[src/rtl/prog_loader_pkg.sv]
// Shared CPU definitions: loader state encoding, frame header default and datapath widths.
package prog_loader_pkg;

   localparam int unsigned BYTE_W  = 8;
   localparam int unsigned INSTR_W = 16;

   localparam logic [BYTE_W-1:0] SYNC_DEFAULT = 8'hA5;

   typedef enum logic [2:0] {
      ST_IDLE  = 3'd0,
      ST_LEN   = 3'd1,
      ST_HI    = 3'd2,
      ST_LO    = 3'd3,
      ST_WRITE = 3'd4,
      ST_CHK   = 3'd5,
      ST_RUN   = 3'd6,
      ST_ERR   = 3'd7
   } state_t;

endpackage

[src/rtl/prog_loader.sv]
// Serial-link program loader: parses SYNC/LEN/data/CHK frames, writes CPU instruction
// memory one word at a time and holds the CPU in reset until a frame checks out.
module prog_loader
   import prog_loader_pkg::*;
#(
   parameter int unsigned       ADDR_W = 8,
   parameter logic [BYTE_W-1:0] SYNC   = SYNC_DEFAULT
) (
   input  logic               i_clk,
   input  logic               i_rst,
   input  logic [BYTE_W-1:0]  i_byte,
   input  logic               i_valid,
   output logic               o_ready,
   output logic [INSTR_W-1:0] o_instr,
   output logic [ADDR_W-1:0]  o_addr,
   output logic               o_we,
   output logic               o_cpu_rst,
   output logic               o_done,
   output logic               o_err
);

   state_t            state, state_d;
   logic [BYTE_W-1:0] len_q, chk_q;
   logic              take;
   logic              last_word;
   logic              ready_d, we_d, cpu_rst_d, done_d, err_d;

   assign take = i_valid && o_ready;

   // LEN of 0 means a full 2^ADDR_W-word program: the incremented address wraps to 0 then.
   assign last_word = (o_addr + ADDR_W'(1)) == ADDR_W'(len_q);

   // State register
   always_ff @(posedge i_clk) begin
      if (i_rst) state <= ST_IDLE;
      else       state <= state_d;
   end

   // Next-state logic; a SYNC byte only restarts a frame from IDLE, RUN or ERR
   always_comb begin
      state_d = state;
      case (state)
         ST_IDLE:  if (take && i_byte == SYNC) state_d = ST_LEN;
         ST_LEN:   if (take) state_d = ST_HI;
         ST_HI:    if (take) state_d = ST_LO;
         ST_LO:    if (take) state_d = ST_WRITE;
         ST_WRITE: state_d = last_word ? ST_CHK : ST_HI;
         ST_CHK:   if (take) state_d = (i_byte == chk_q) ? ST_RUN : ST_ERR;
         ST_RUN:   if (take && i_byte == SYNC) state_d = ST_LEN;
         ST_ERR:   if (take && i_byte == SYNC) state_d = ST_LEN;
         default:  state_d = ST_IDLE;
      endcase
   end

   // Control outputs decoded from the upcoming state, registered below
   always_comb begin
      ready_d   = 1'b1;
      we_d      = 1'b0;
      cpu_rst_d = 1'b1;
      done_d    = 1'b0;
      err_d     = 1'b0;
      case (state_d)
         ST_WRITE: begin
            ready_d = 1'b0;
            we_d    = 1'b1;
         end
         ST_RUN: begin
            cpu_rst_d = 1'b0;
            done_d    = 1'b1;
         end
         ST_ERR:  err_d = 1'b1;
         default: ;
      endcase
   end

   // Registered outputs and frame datapath (word count, running XOR, address, instruction)
   always_ff @(posedge i_clk) begin
      if (i_rst) begin
         o_ready   <= 1'b1;
         o_we      <= 1'b0;
         o_cpu_rst <= 1'b1;
         o_done    <= 1'b0;
         o_err     <= 1'b0;
         o_addr    <= '0;
         o_instr   <= '0;
         len_q     <= '0;
         chk_q     <= '0;
      end else begin
         o_ready   <= ready_d;
         o_we      <= we_d;
         o_cpu_rst <= cpu_rst_d;
         o_done    <= done_d;
         o_err     <= err_d;
         case (state)
            ST_LEN: if (take) begin
               len_q  <= i_byte;
               chk_q  <= i_byte;
               o_addr <= '0;
            end
            ST_HI: if (take) begin
               o_instr[15:8] <= i_byte;
               chk_q         <= chk_q ^ i_byte;
            end
            ST_LO: if (take) begin
               o_instr[7:0] <= i_byte;
               chk_q        <= chk_q ^ i_byte;
            end
            ST_WRITE: o_addr <= o_addr + ADDR_W'(1);
            default: ;
         endcase
      end
   end

endmodule

[config.mk]
export PLATFORM = sky130hd
export DESIGN_NAME = prog_loader
export DESIGN_NICKNAME = d
export VERILOG_FILES = /design/src/rtl/prog_loader_pkg.sv /design/src/rtl/prog_loader.sv
export SDC_FILE = /design/constraint.sdc
export NUM_CORES = 1
export LEC_CHECK = 0
export BUFFER_PORTS_ARGS = -buffer_cell sky130_fd_sc_hd__buf_2
export CAP_MARGIN = 30
export CORE_MARGIN = 4
export CORE_UTILIZATION = 45
export DETAILED_ROUTE_END_ITERATION = 8
export PLACE_DENSITY = 0.67
export SLEW_MARGIN = 0
export SYNTH_ARGS = -nofsm -noshare
export SYNTH_HDL_FRONTEND = slang
export SYNTH_SLANG_ARGS = --single-unit
[constraint.sdc]
create_clock -name i_clk -period 3.55 [get_ports i_clk]
set_clock_uncertainty 0.05 [all_clocks]
set_input_delay 0.8875 -clock i_clk [delete_from_list [all_inputs] [get_ports i_clk]]
set_output_delay 0.8875 -clock i_clk [all_outputs]
set_load 0.05 [all_outputs]
### After elaboration in Yosys (flattened, before gate mapping)

Cells that the tools add are included.

| operators by class | value |
|---|---|
| add/sub/neg operators | 1 |
| equal/unequal tests | 15 |
| multiplexer cells | 18 |
| bitwise gates (word level) | 1 |
| reduce and logical (&&, ||, !) cells | 12 |

Operators by type and width:

| operator | number |
|---|---|
| 8-bit one-hot mux with 2 select lines | 2 |
| 8-bit two-way mux | 3 |
| 3-bit == test (second input constant) | 7 |
| 3-bit two-way mux | 6 |
| 3-bit one-hot mux with 6 select lines | 1 |
| 8-bit == test | 2 |
| 8-bit by 1-bit adder with 8-bit output (second input constant) | 1 |
| 8-bit == test (second input constant) | 1 |
| 2-bit AND reduction | 4 |
| 8-bit bitwise XOR | 1 |
| 3-bit by 2-bit == test with 1-bit output (second input constant) | 2 |
| 1-bit two-way mux | 6 |
| 2-bit nonzero test | 2 |
| 3-bit by 1-bit == test with 1-bit output (second input constant) | 1 |
| 3-bit logical NOT | 1 |
| 3-bit AND reduction | 1 |
| 3-bit OR reduction | 1 |
| 1-bit logical AND | 2 |
| 2-bit by 1-bit != test with 1-bit output (second input constant) | 1 |
| 2-bit != test (second input constant) | 1 |
| 2-bit OR reduction | 1 |

| word-level totals | value |
|---|---|
| register bits | 48 |
| bits of input ports | 11 |
| output and inout bits | 29 |
| logic and storage cells | 58 |

### Depth between registers and ports, before layout

Gate-level depths: netlist (run 1).

| logic depth | value |
|---|---|
| word-level depth | 6 |
| gate-level depth with buffers | 8 |
| depth with buffers taken out | 6 |

### Worst setup path before layout (run 1)

OpenSTA, ideal clock, no wires.

| path | value |
|---|---|
| path kind | reg2reg |
| start | register o_addr[0] |
| end | register o_err |
| setup time | 0.129 ns |
| arrival | 2.227 ns |
| required time | 3.371 ns |
| path slack | 1.144 ns |
| cell stages (with the launch flop) | 7 |
| buffers on the path | 0 |
| clock period less this slack | 2.406 ns |
| cells stage by stage | dfxtp_1 ha_1 nand3_1 or3_1 a22oi_4 and4_1 nor4_1 |

| on the way | value |
|---|---|
| cells in the longest elaborated chain, start to end | 6 |

Ends and longest elaborated chain:

| what | RTL line | source |
|---|---|---|
| start: declaration | prog_loader.sv:15 | `output logic [ADDR_W-1:0] o_addr,` |
| start signal: assignment | prog_loader.sv:108 | `ST_WRITE: o_addr <= o_addr + ADDR_W'(1);` |
| 8-bit by 1-bit adder with 8-bit output | prog_loader.sv:31 | `assign last_word = (o_addr + ADDR_W'(1)) == ADDR_W'(len_q);` |
| 8-bit == test | prog_loader.sv:31 |  |
| 3-bit two-way mux | prog_loader.sv:47 | `ST_WRITE: state_d = last_word ? ST_CHK : ST_HI;` |
| 3-bit one-hot mux with 6 select lines | prog_loader.sv:42 | `case (state)` |
| 3-bit == test | prog_loader.sv:62 | `case (state_d)` |
| 1-bit two-way mux | prog_loader.sv:62 |  |
| end signal: assignment | prog_loader.sv:93 | `o_err <= err_d;` |
| end: declaration | prog_loader.sv:19 | `output logic o_err` |

No other way between the ends.
A chain may end at the register's enable or synchronous reset.

### Final worst setup path (run 1)

Ends and elaborated chain as after synthesis.

==> results of run 1 <==
[cell usage after synthesis (all sizes together), types with 2 or more instances]
| master | number |
|---|---|
| and3 | 2 |
| or4 | 3 |
| nor2 | 26 |
| and4bb | 2 |
| or3 | 3 |
| a21oi | 28 |
| xnor2 | 15 |
| nand4 | 2 |
| inv | 2 |
| a31oi | 5 |
| mux2i | 8 |
| a22oi | 3 |
| nor4 | 3 |
| xor2 | 12 |
| nand3 | 14 |
| a21o | 2 |
| clkbuf | 6 |
| nand4b | 2 |
| nor3 | 7 |
| dfxtp | 48 |
| o21bai | 3 |
| buf | 6 |
| nand2 | 53 |
| o21ai | 7 |
[power by group through the flow]
| stage | Combinational (mW) | Sequential [mW] | Clock [mW] |
|---|---|---|---|
| after floorplan | 0.0157 | 0.551 | 0 |
| after global placement | 0.0344 | 0.551 | 0 |
| after detailed placement | 0.0345 | 0.551 | 0 |
| after CTS | 0.0346 | 0.539 | 0.438 |
| after global routing | 0.0374 | 0.539 | 0.460 |
| final | 0.0348 | 0.539 | 0.427 |
[logic make-up after synthesis]
group,synth area share
flip-flops,0.414
buffers and inverters,0.0248
adder cells (fa/ha/maj),0.00539
AND/OR/NAND/NOR,0.272
XOR/XNOR,0.102
multiplexers,0.0345
AO/OA/AOI/OAI,0.147
[area by class of cell]
class / count / share of cell area
Timing Repair Buffer: 41 / 0.0781
Sequential cell: 48 / 0.357
Multi-Input combinational cell: 214 / 0.484
Clock inverter: 1 / 0.0112
Tap cell: 67 / 0.0312
Inverter: 2 / 0.00279
Clock buffer: 7 / 0.0358
[per-layer routing]
layer / vias up / share of wire / track usage
li1: 1028 / - / -
met1: 929 / 0.49 / 0.256
met2: 40 / 0.46 / 0.285
met3: 5 / 0.041 / 0.0395
met4: 0 / 0.0088 / 0.0557
met5: - / 0 / 0
[stage by stage]
stage | cells | total power, mW | setup slack, ns | area [µm²]
finish | 380 | 1.00 | 1.27 | 2690
global route | 380 | 1.04 | 1.12 | 2690
CTS | 380 | 1.01 | 1.26 | 2690
detailed placement | 372 | 0.586 | 1.08 | 2560
global placement | 372 | 0.586 | 1.14 | 2560
floorplan | 276 | 0.567 | 1.14 | 2320
[final timing paths]
check,startpoint,endpoint,cells past startpoint
min,o_instr[3],o_instr[3],2
max reg2reg,o_addr[0],o_err,6
min reg2reg,o_instr[3],o_instr[3],2
max,o_addr[0],o_err,6
[registers in the layout, summed over array words and instances (netlist names)]
register	cells
o_we	1
len_q	8
o_cpu_rst	1
o_instr	16
o_err	1
o_ready	1
state	3
o_addr	8
chk_q	8
o_done	1
[tightest hold or removal path: cells and delay by family (launching register included)]
family / cells / cell delay [ns]
flops: 1 / 0.31
compound gates: 1 / 0.05
simple gates: 1 / 0.05
==> metrics.log, run 1 <==
INFO  metric r2r_setup_slack = 1.27 ns
INFO  metric core-area = 0.00485 mm²
INFO  metric final.period_utilization = 0.642
INFO  metric crit_path_capture_type = flop
INFO  metric timing.slew.headroom = 0.562
INFO  metric average_size_of_a_mapped_cell = 8.40 µm²
INFO  metric htreeDepth = 2
INFO  metric num-fill-cells = 456
INFO  metric drt_pass1_iterations = 4
INFO  metric setup.worst_path.start_class = flop
INFO  metric cpMaxStageDelayCell = dfxtp_1
INFO  metric hold_violations = 0
INFO  metric criticalPathCategory = flop to flop
INFO  metric grt_util_all_layers = 0.184
INFO  metric wire_length_of_the_first_global_routing_pass = 9.32 mm
INFO  metric most-common-layout-cells = nand2_1, dfxtp_1, buf_2
INFO  metric synth_edf_count = 0
INFO  metric syn2layout_area_growth = 16.0%
INFO  metric post_cts_buffers = 0
INFO  metric max_clock_freq = 0.439 GHz
INFO  metric ant_nets = 0
INFO  metric synthFlopType = dfxtp_1
INFO  metric drt-wirelength-per-cell = 14.0 µm
INFO  metric route.final.wire_length = 5.32 mm
INFO  metric ios = 40
INFO  metric hp-class = flop to flop
INFO  metric global_route.overflow_total = 0
INFO  metric worstSkewPairLatency = 0.30 ns
INFO  metric syn_area = 0.00232 mm²
INFO  metric first_iter_violations = 86
INFO  metric tritoncts.num_buffers = 5
INFO  metric worst_setup_hold_path_clk_slew = 0.09 ns
INFO  metric postCtsHoldBufs = 0
INFO  metric clock_tree_from_tritoncts = yes
INFO  metric multiInputGateArea = 0.00130 mm²
INFO  metric floorplan.rows = 25
INFO  metric antenna_cells = 0
INFO  metric die_height = 79.8 µm
INFO  metric seqPwrFrac = 0.538
INFO  metric cp_data_arrival_time = 2.41 ns
INFO  metric power.internal = 0.797 mW
INFO  metric grt_setup_unrepaired = false
INFO  metric run_status = finished clean
INFO  metric area.sequential = 961 µm²
INFO  metric pin_count_of_the_biggest_net_entering_global_routing = 26
INFO  metric cp_cell_sequence = ha_1 -> nand3_1 -> or3_1 -> a22oi_4 -> and4_1 -> nor4_1
INFO  metric total_half_perimeter_wirelength_after_legalization_and_detailed_placement = 3.75 mm
INFO  metric sequential_fraction_of_the_synthesis_area = 0.414
INFO  metric critical-path-top-delay-family = simple AND/OR/NAND/NOR gates
INFO  metric synth_top_area_frac = 0.414
INFO  metric cellPowerDensity = 372 mW/mm²
INFO  metric cap_violations = 0
INFO  metric setup-violations-final = 0
INFO  metric critical_path.n_buffers_inverters = 0
INFO  metric ctsResizeCount = 0
INFO  metric place_congestion = 0.871
INFO  metric critPathMaxStageDelay = 0.54 ns
INFO  metric timing.final.max_slew_violations = 0
INFO  metric holdWs = 0.405 ns
INFO  metric netlist-cell-type-count = 49
INFO  metric synth.area.top_cells = dfxtp_1, nand2_1, a21oi_1
INFO  metric dr_total_vias = 2,002
INFO  metric tightestPinTransition = 0.655 ns
INFO  metric post_route_utilization = 0.555
INFO  metric clk_path_buf_depth = 2
INFO  metric clk_root_buffer_cell = clkbuf_8
INFO  metric layout-drive-gt1-share = 0.201
INFO  metric most_common_library_cell_in_the_layout_ignoring_fill_and_taps = nand2_1
INFO  metric die_area = 0.00637 mm²
INFO  metric async_set_reset_flop_share_out_of_synthesis = 0
INFO  metric yosys.area.top_type = dfxtp_1
INFO  metric power_share_of_the_clock_group = 0.427
INFO  metric p_comb_frac = 0.035
INFO  metric crit_path_max_fanout = 9
INFO  metric power_leakage = 1.04 nW
INFO  metric grt_pass1_vias = 1,921
INFO  metric ys_seq_elements = 48
INFO  metric finalSetupTns = 0 ns
INFO  metric synth.yosys.warnings = 0
INFO  metric die_w = 79.8 µm
INFO  metric tritoncts_num_sinks = 48
INFO  metric final_net_count = 324
INFO  metric switching_share = 0.204
INFO  metric synthCells = 276
INFO  metric drcViolationCount = 0
INFO  metric peakVddDrop = 0.000226 V
INFO  metric routed_via_density = 5.27
INFO  metric initial_antenna_violation_count = 0
INFO  metric synth_fp_nets = 288
INFO  metric finalWorstPathRequiredPeriod = 2.28 ns
INFO  metric port_buffers = 39
INFO  metric initial_utilization = 0.478
INFO  metric worstPathRequired = 3.68 ns
INFO  metric power.switching = 0.204 mW
No activity file was read; power rests on OpenSTA's default activity.
==> inputs of run 2 (changes only) <==
==> constraint.sdc (replaced) <==
create_clock -name i_clk -period 2.4 [get_ports i_clk]
set_clock_uncertainty 0.05 [all_clocks]
set_input_delay 0.6 -clock i_clk [delete_from_list [all_inputs] [get_ports i_clk]]
set_output_delay 0.6 -clock i_clk [all_outputs]
set_load 0.05 [all_outputs]
==> run 2 against run 1 <==
Utilization is 0.21 points lower. Sequential share of layout area up 0.18 points. Via count grew 1.3%. Critical path depth stayed put. Flip-flop and latch count is the same. Design area fell by 0.37%.
==> metrics.log, run 2 (synthesis gave the netlist of run 1 again) <==
INFO  metric drcViolationCount = 0 (unchanged)
INFO  metric peakVddDrop = 0.000341 V (+51%)
INFO  metric timing.slew.headroom = 0.538 (-0.0243)
INFO  metric ctsResizeCount = 0 (unchanged)
INFO  metric crit_path_max_fanout = 7 (-2)
INFO  metric timing.final.max_slew_violations = 0 (unchanged)
INFO  metric wire_length_of_the_first_global_routing_pass = 9.18 mm (-1.5%)
INFO  metric tritoncts.num_buffers = 5 (unchanged)
INFO  metric setup-violations-final = 0 (unchanged)
INFO  metric port_buffers = 39 (unchanged)
INFO  metric cellPowerDensity = 499 mW/mm² (+34%)
INFO  metric grt_pass1_vias = 1,831 (-4.7%)
INFO  metric clk_root_buffer_cell = clkbuf_8
INFO  metric postCtsHoldBufs = 0 (unchanged)
INFO  metric clock_tree_from_tritoncts = yes
INFO  metric top_register = o_instr
INFO  metric tritoncts_num_sinks = 48 (unchanged)
INFO  metric critical-path-top-delay-family = simple AND/OR/NAND/NOR gates
INFO  metric power_leakage = 1.03 nW (-0.82%)
INFO  metric initial_utilization = 0.478 (unchanged)
INFO  metric drt_pass1_iterations = 4 (unchanged)
INFO  metric initial_antenna_violation_count = 0 (unchanged)
INFO  metric core-area = 0.00485 mm² (unchanged)
INFO  metric hold_violations = 0 (unchanged)
INFO  metric worstPathRequired = 2.54 ns (-1.14 ns)
INFO  metric finalSetupTns = 0 ns (unchanged)
INFO  metric routed_via_density = 5.30 (+0.51%)
INFO  metric critical_path.n_buffers_inverters = 0 (unchanged)
INFO  metric critPathMaxStageDelay = 0.49 ns (-0.05 ns)
INFO  metric die_area = 0.00637 mm² (unchanged)
INFO  metric highest_layer = met4
INFO  metric dr_total_vias = 2,028 (+1.3%)
INFO  metric antenna_cells = 0 (unchanged)
INFO  metric dr_wl_met3 = 316 µm (+46%)
INFO  metric criticalPathCategory = flop to flop
INFO  metric worst_setup_hold_path_clk_slew = 0.09 ns (about the same)
INFO  metric post_cts_buffers = 0 (unchanged)
INFO  metric pin_count_of_the_biggest_net_entering_global_routing = 44 (+69%)
INFO  metric most_common_library_cell_in_the_layout_ignoring_fill_and_taps = nand2_1
INFO  metric layout-drive-gt1-share = 0.212 (+0.0107)
INFO  metric most-common-layout-cells = nand2_1, dfxtp_1, buf_2
INFO  metric global_route.overflow_total = 0 (unchanged)
INFO  metric max_clock_freq = 0.463 GHz (+5.6%)
INFO  metric finalWorstPathRequiredPeriod = 2.16 ns (-0.121 ns)
INFO  metric final.period_utilization = 0.900 (+0.257)
INFO  metric place_congestion = 0.846 (-2.8%)
INFO  metric crit_path_capture_type = flop
INFO  metric route.final.wire_length = 5.47 mm (+2.8%)
INFO  metric worstSkewPairLatency = 0.31 ns (about the same)
INFO  metric cpMaxStageDelayCell = dfxtp_1
INFO  metric largest_register_ffs = 16 (unchanged)
INFO  metric cp_cell_sequence = ha_1 -> nand3_1 -> or3_1 -> a22oi_4 -> and4_1 -> nor4_1
INFO  metric totalPowerFinal = 1.34 mW (+34%)
INFO  metric die_w = 79.8 µm (unchanged)
INFO  metric grt_setup_unrepaired = false
INFO  metric total_half_perimeter_wirelength_after_legalization_and_detailed_placement = 3.77 mm (+0.46%)
INFO  metric ant_nets = 0 (unchanged)
INFO  metric hp-class = flop to flop
INFO  metric clk_path_buf_depth = 2 (unchanged)
INFO  metric tightestPinTransition = 0.688 ns (+0.0336 ns)
INFO  metric drt-met1-wl = 2.63 mm (-0.11%)
INFO  metric setup.worst_path.start_class = flop
INFO  metric syn2layout_area_growth = 15.5%
INFO  metric final_net_count = 327 (+0.93%)
INFO  metric htreeDepth = 2 (unchanged)
INFO  metric wl_met2 = 2.45 mm (+1.2%)
INFO  metric ios = 40 (unchanged)
INFO  metric cp_data_arrival_time = 2.30 ns (-0.11 ns)
INFO  metric drt-wirelength-per-cell = 14.3 µm (+2.0%)
INFO  metric first_iter_violations = 168 (+95%)
INFO  metric post-route-cell-area = 0.00268 mm² (-0.37%)
INFO  metric grt_util_all_layers = 0.187 (+0.00317)
INFO  metric holdWs = 0.406 ns (+0.00101 ns)
INFO  metric floorplan.rows = 25 (unchanged)
INFO  metric die_height = 79.8 µm (unchanged)
INFO  metric cap_violations = 0 (unchanged)
INFO  metric run_status = finished clean
INFO  metric placed_area = 0.00259 mm² (+0.93%)
-- run 2: changes by cell type in the layout (fill, tap and decap cells not counted) --
cell / change
buf_4: +3
clkbuf_8: -2
dfxtp_1: -1
dfxtp_2: +1
bufinv_16: -1
clkinv_4: +1
clkinvlp_4: +2
-- run 2: worst min-delay path, delay by kind of cell (launching register included) --
family	cells	cell delay [ns]
compound gates	1	0.05
simple gates	1	0.05
flops	1	0.32
-- run 2: worst paths after layout --
| check | slack (ns) | end | depth (start not counted) | start |
|---|---|---|---|---|
| setup / recovery | 0.24 | o_err | 6 | o_addr[1] |
| setup reg to reg | 0.24 | o_err | 6 | o_addr[1] |
| hold / removal | 0.41 | o_instr[6] | 2 | o_instr[6] |
| hold reg to reg | 0.41 | o_instr[6] | 2 | o_instr[6] |
-- run 2: final cells by class --
class                      instances  area (µm²)
clock buffer                       5        68.8
clock inverter                     3        23.8
tap                               67        83.8
sequential                        48         962
fill                             474        2170
timing repair buffer              44         233
multi-input combinational        214        1300
inverter                           2        7.51
-- run 2: per-stage QoR --
| stage | instances | utilization | worst slack (ns) |
|---|---|---|---|
| 5_1_grt | 383 | 0.553 | 0.0782 |
| 3_5_place_dp | 375 | 0.534 | 0.285 |
| 3_3_place_gp | 375 | 0.534 | 0.339 |
| 4_1_cts | 383 | 0.553 | 0.260 |
| 6_report | 383 | 0.553 | 0.241 |
| 2_1_floorplan | 276 | - | 0.0307 |
-- run 2: power breakdown --
part,switching (mW),leakage [nW],internal [mW],total [mW]
Combinational,0.0356,0.602,0.0153,0.0509
Sequential,0.000697,0.387,0.796,0.797
Clock,0.283,0.0404,0.206,0.490
-- run 2: per-layer routing --
metal	up-vias	global-route usage
li1	1037	-
met1	923	0.259
met2	62	0.287
met3	6	0.0474
met4	0	0.0557
met5	-	0
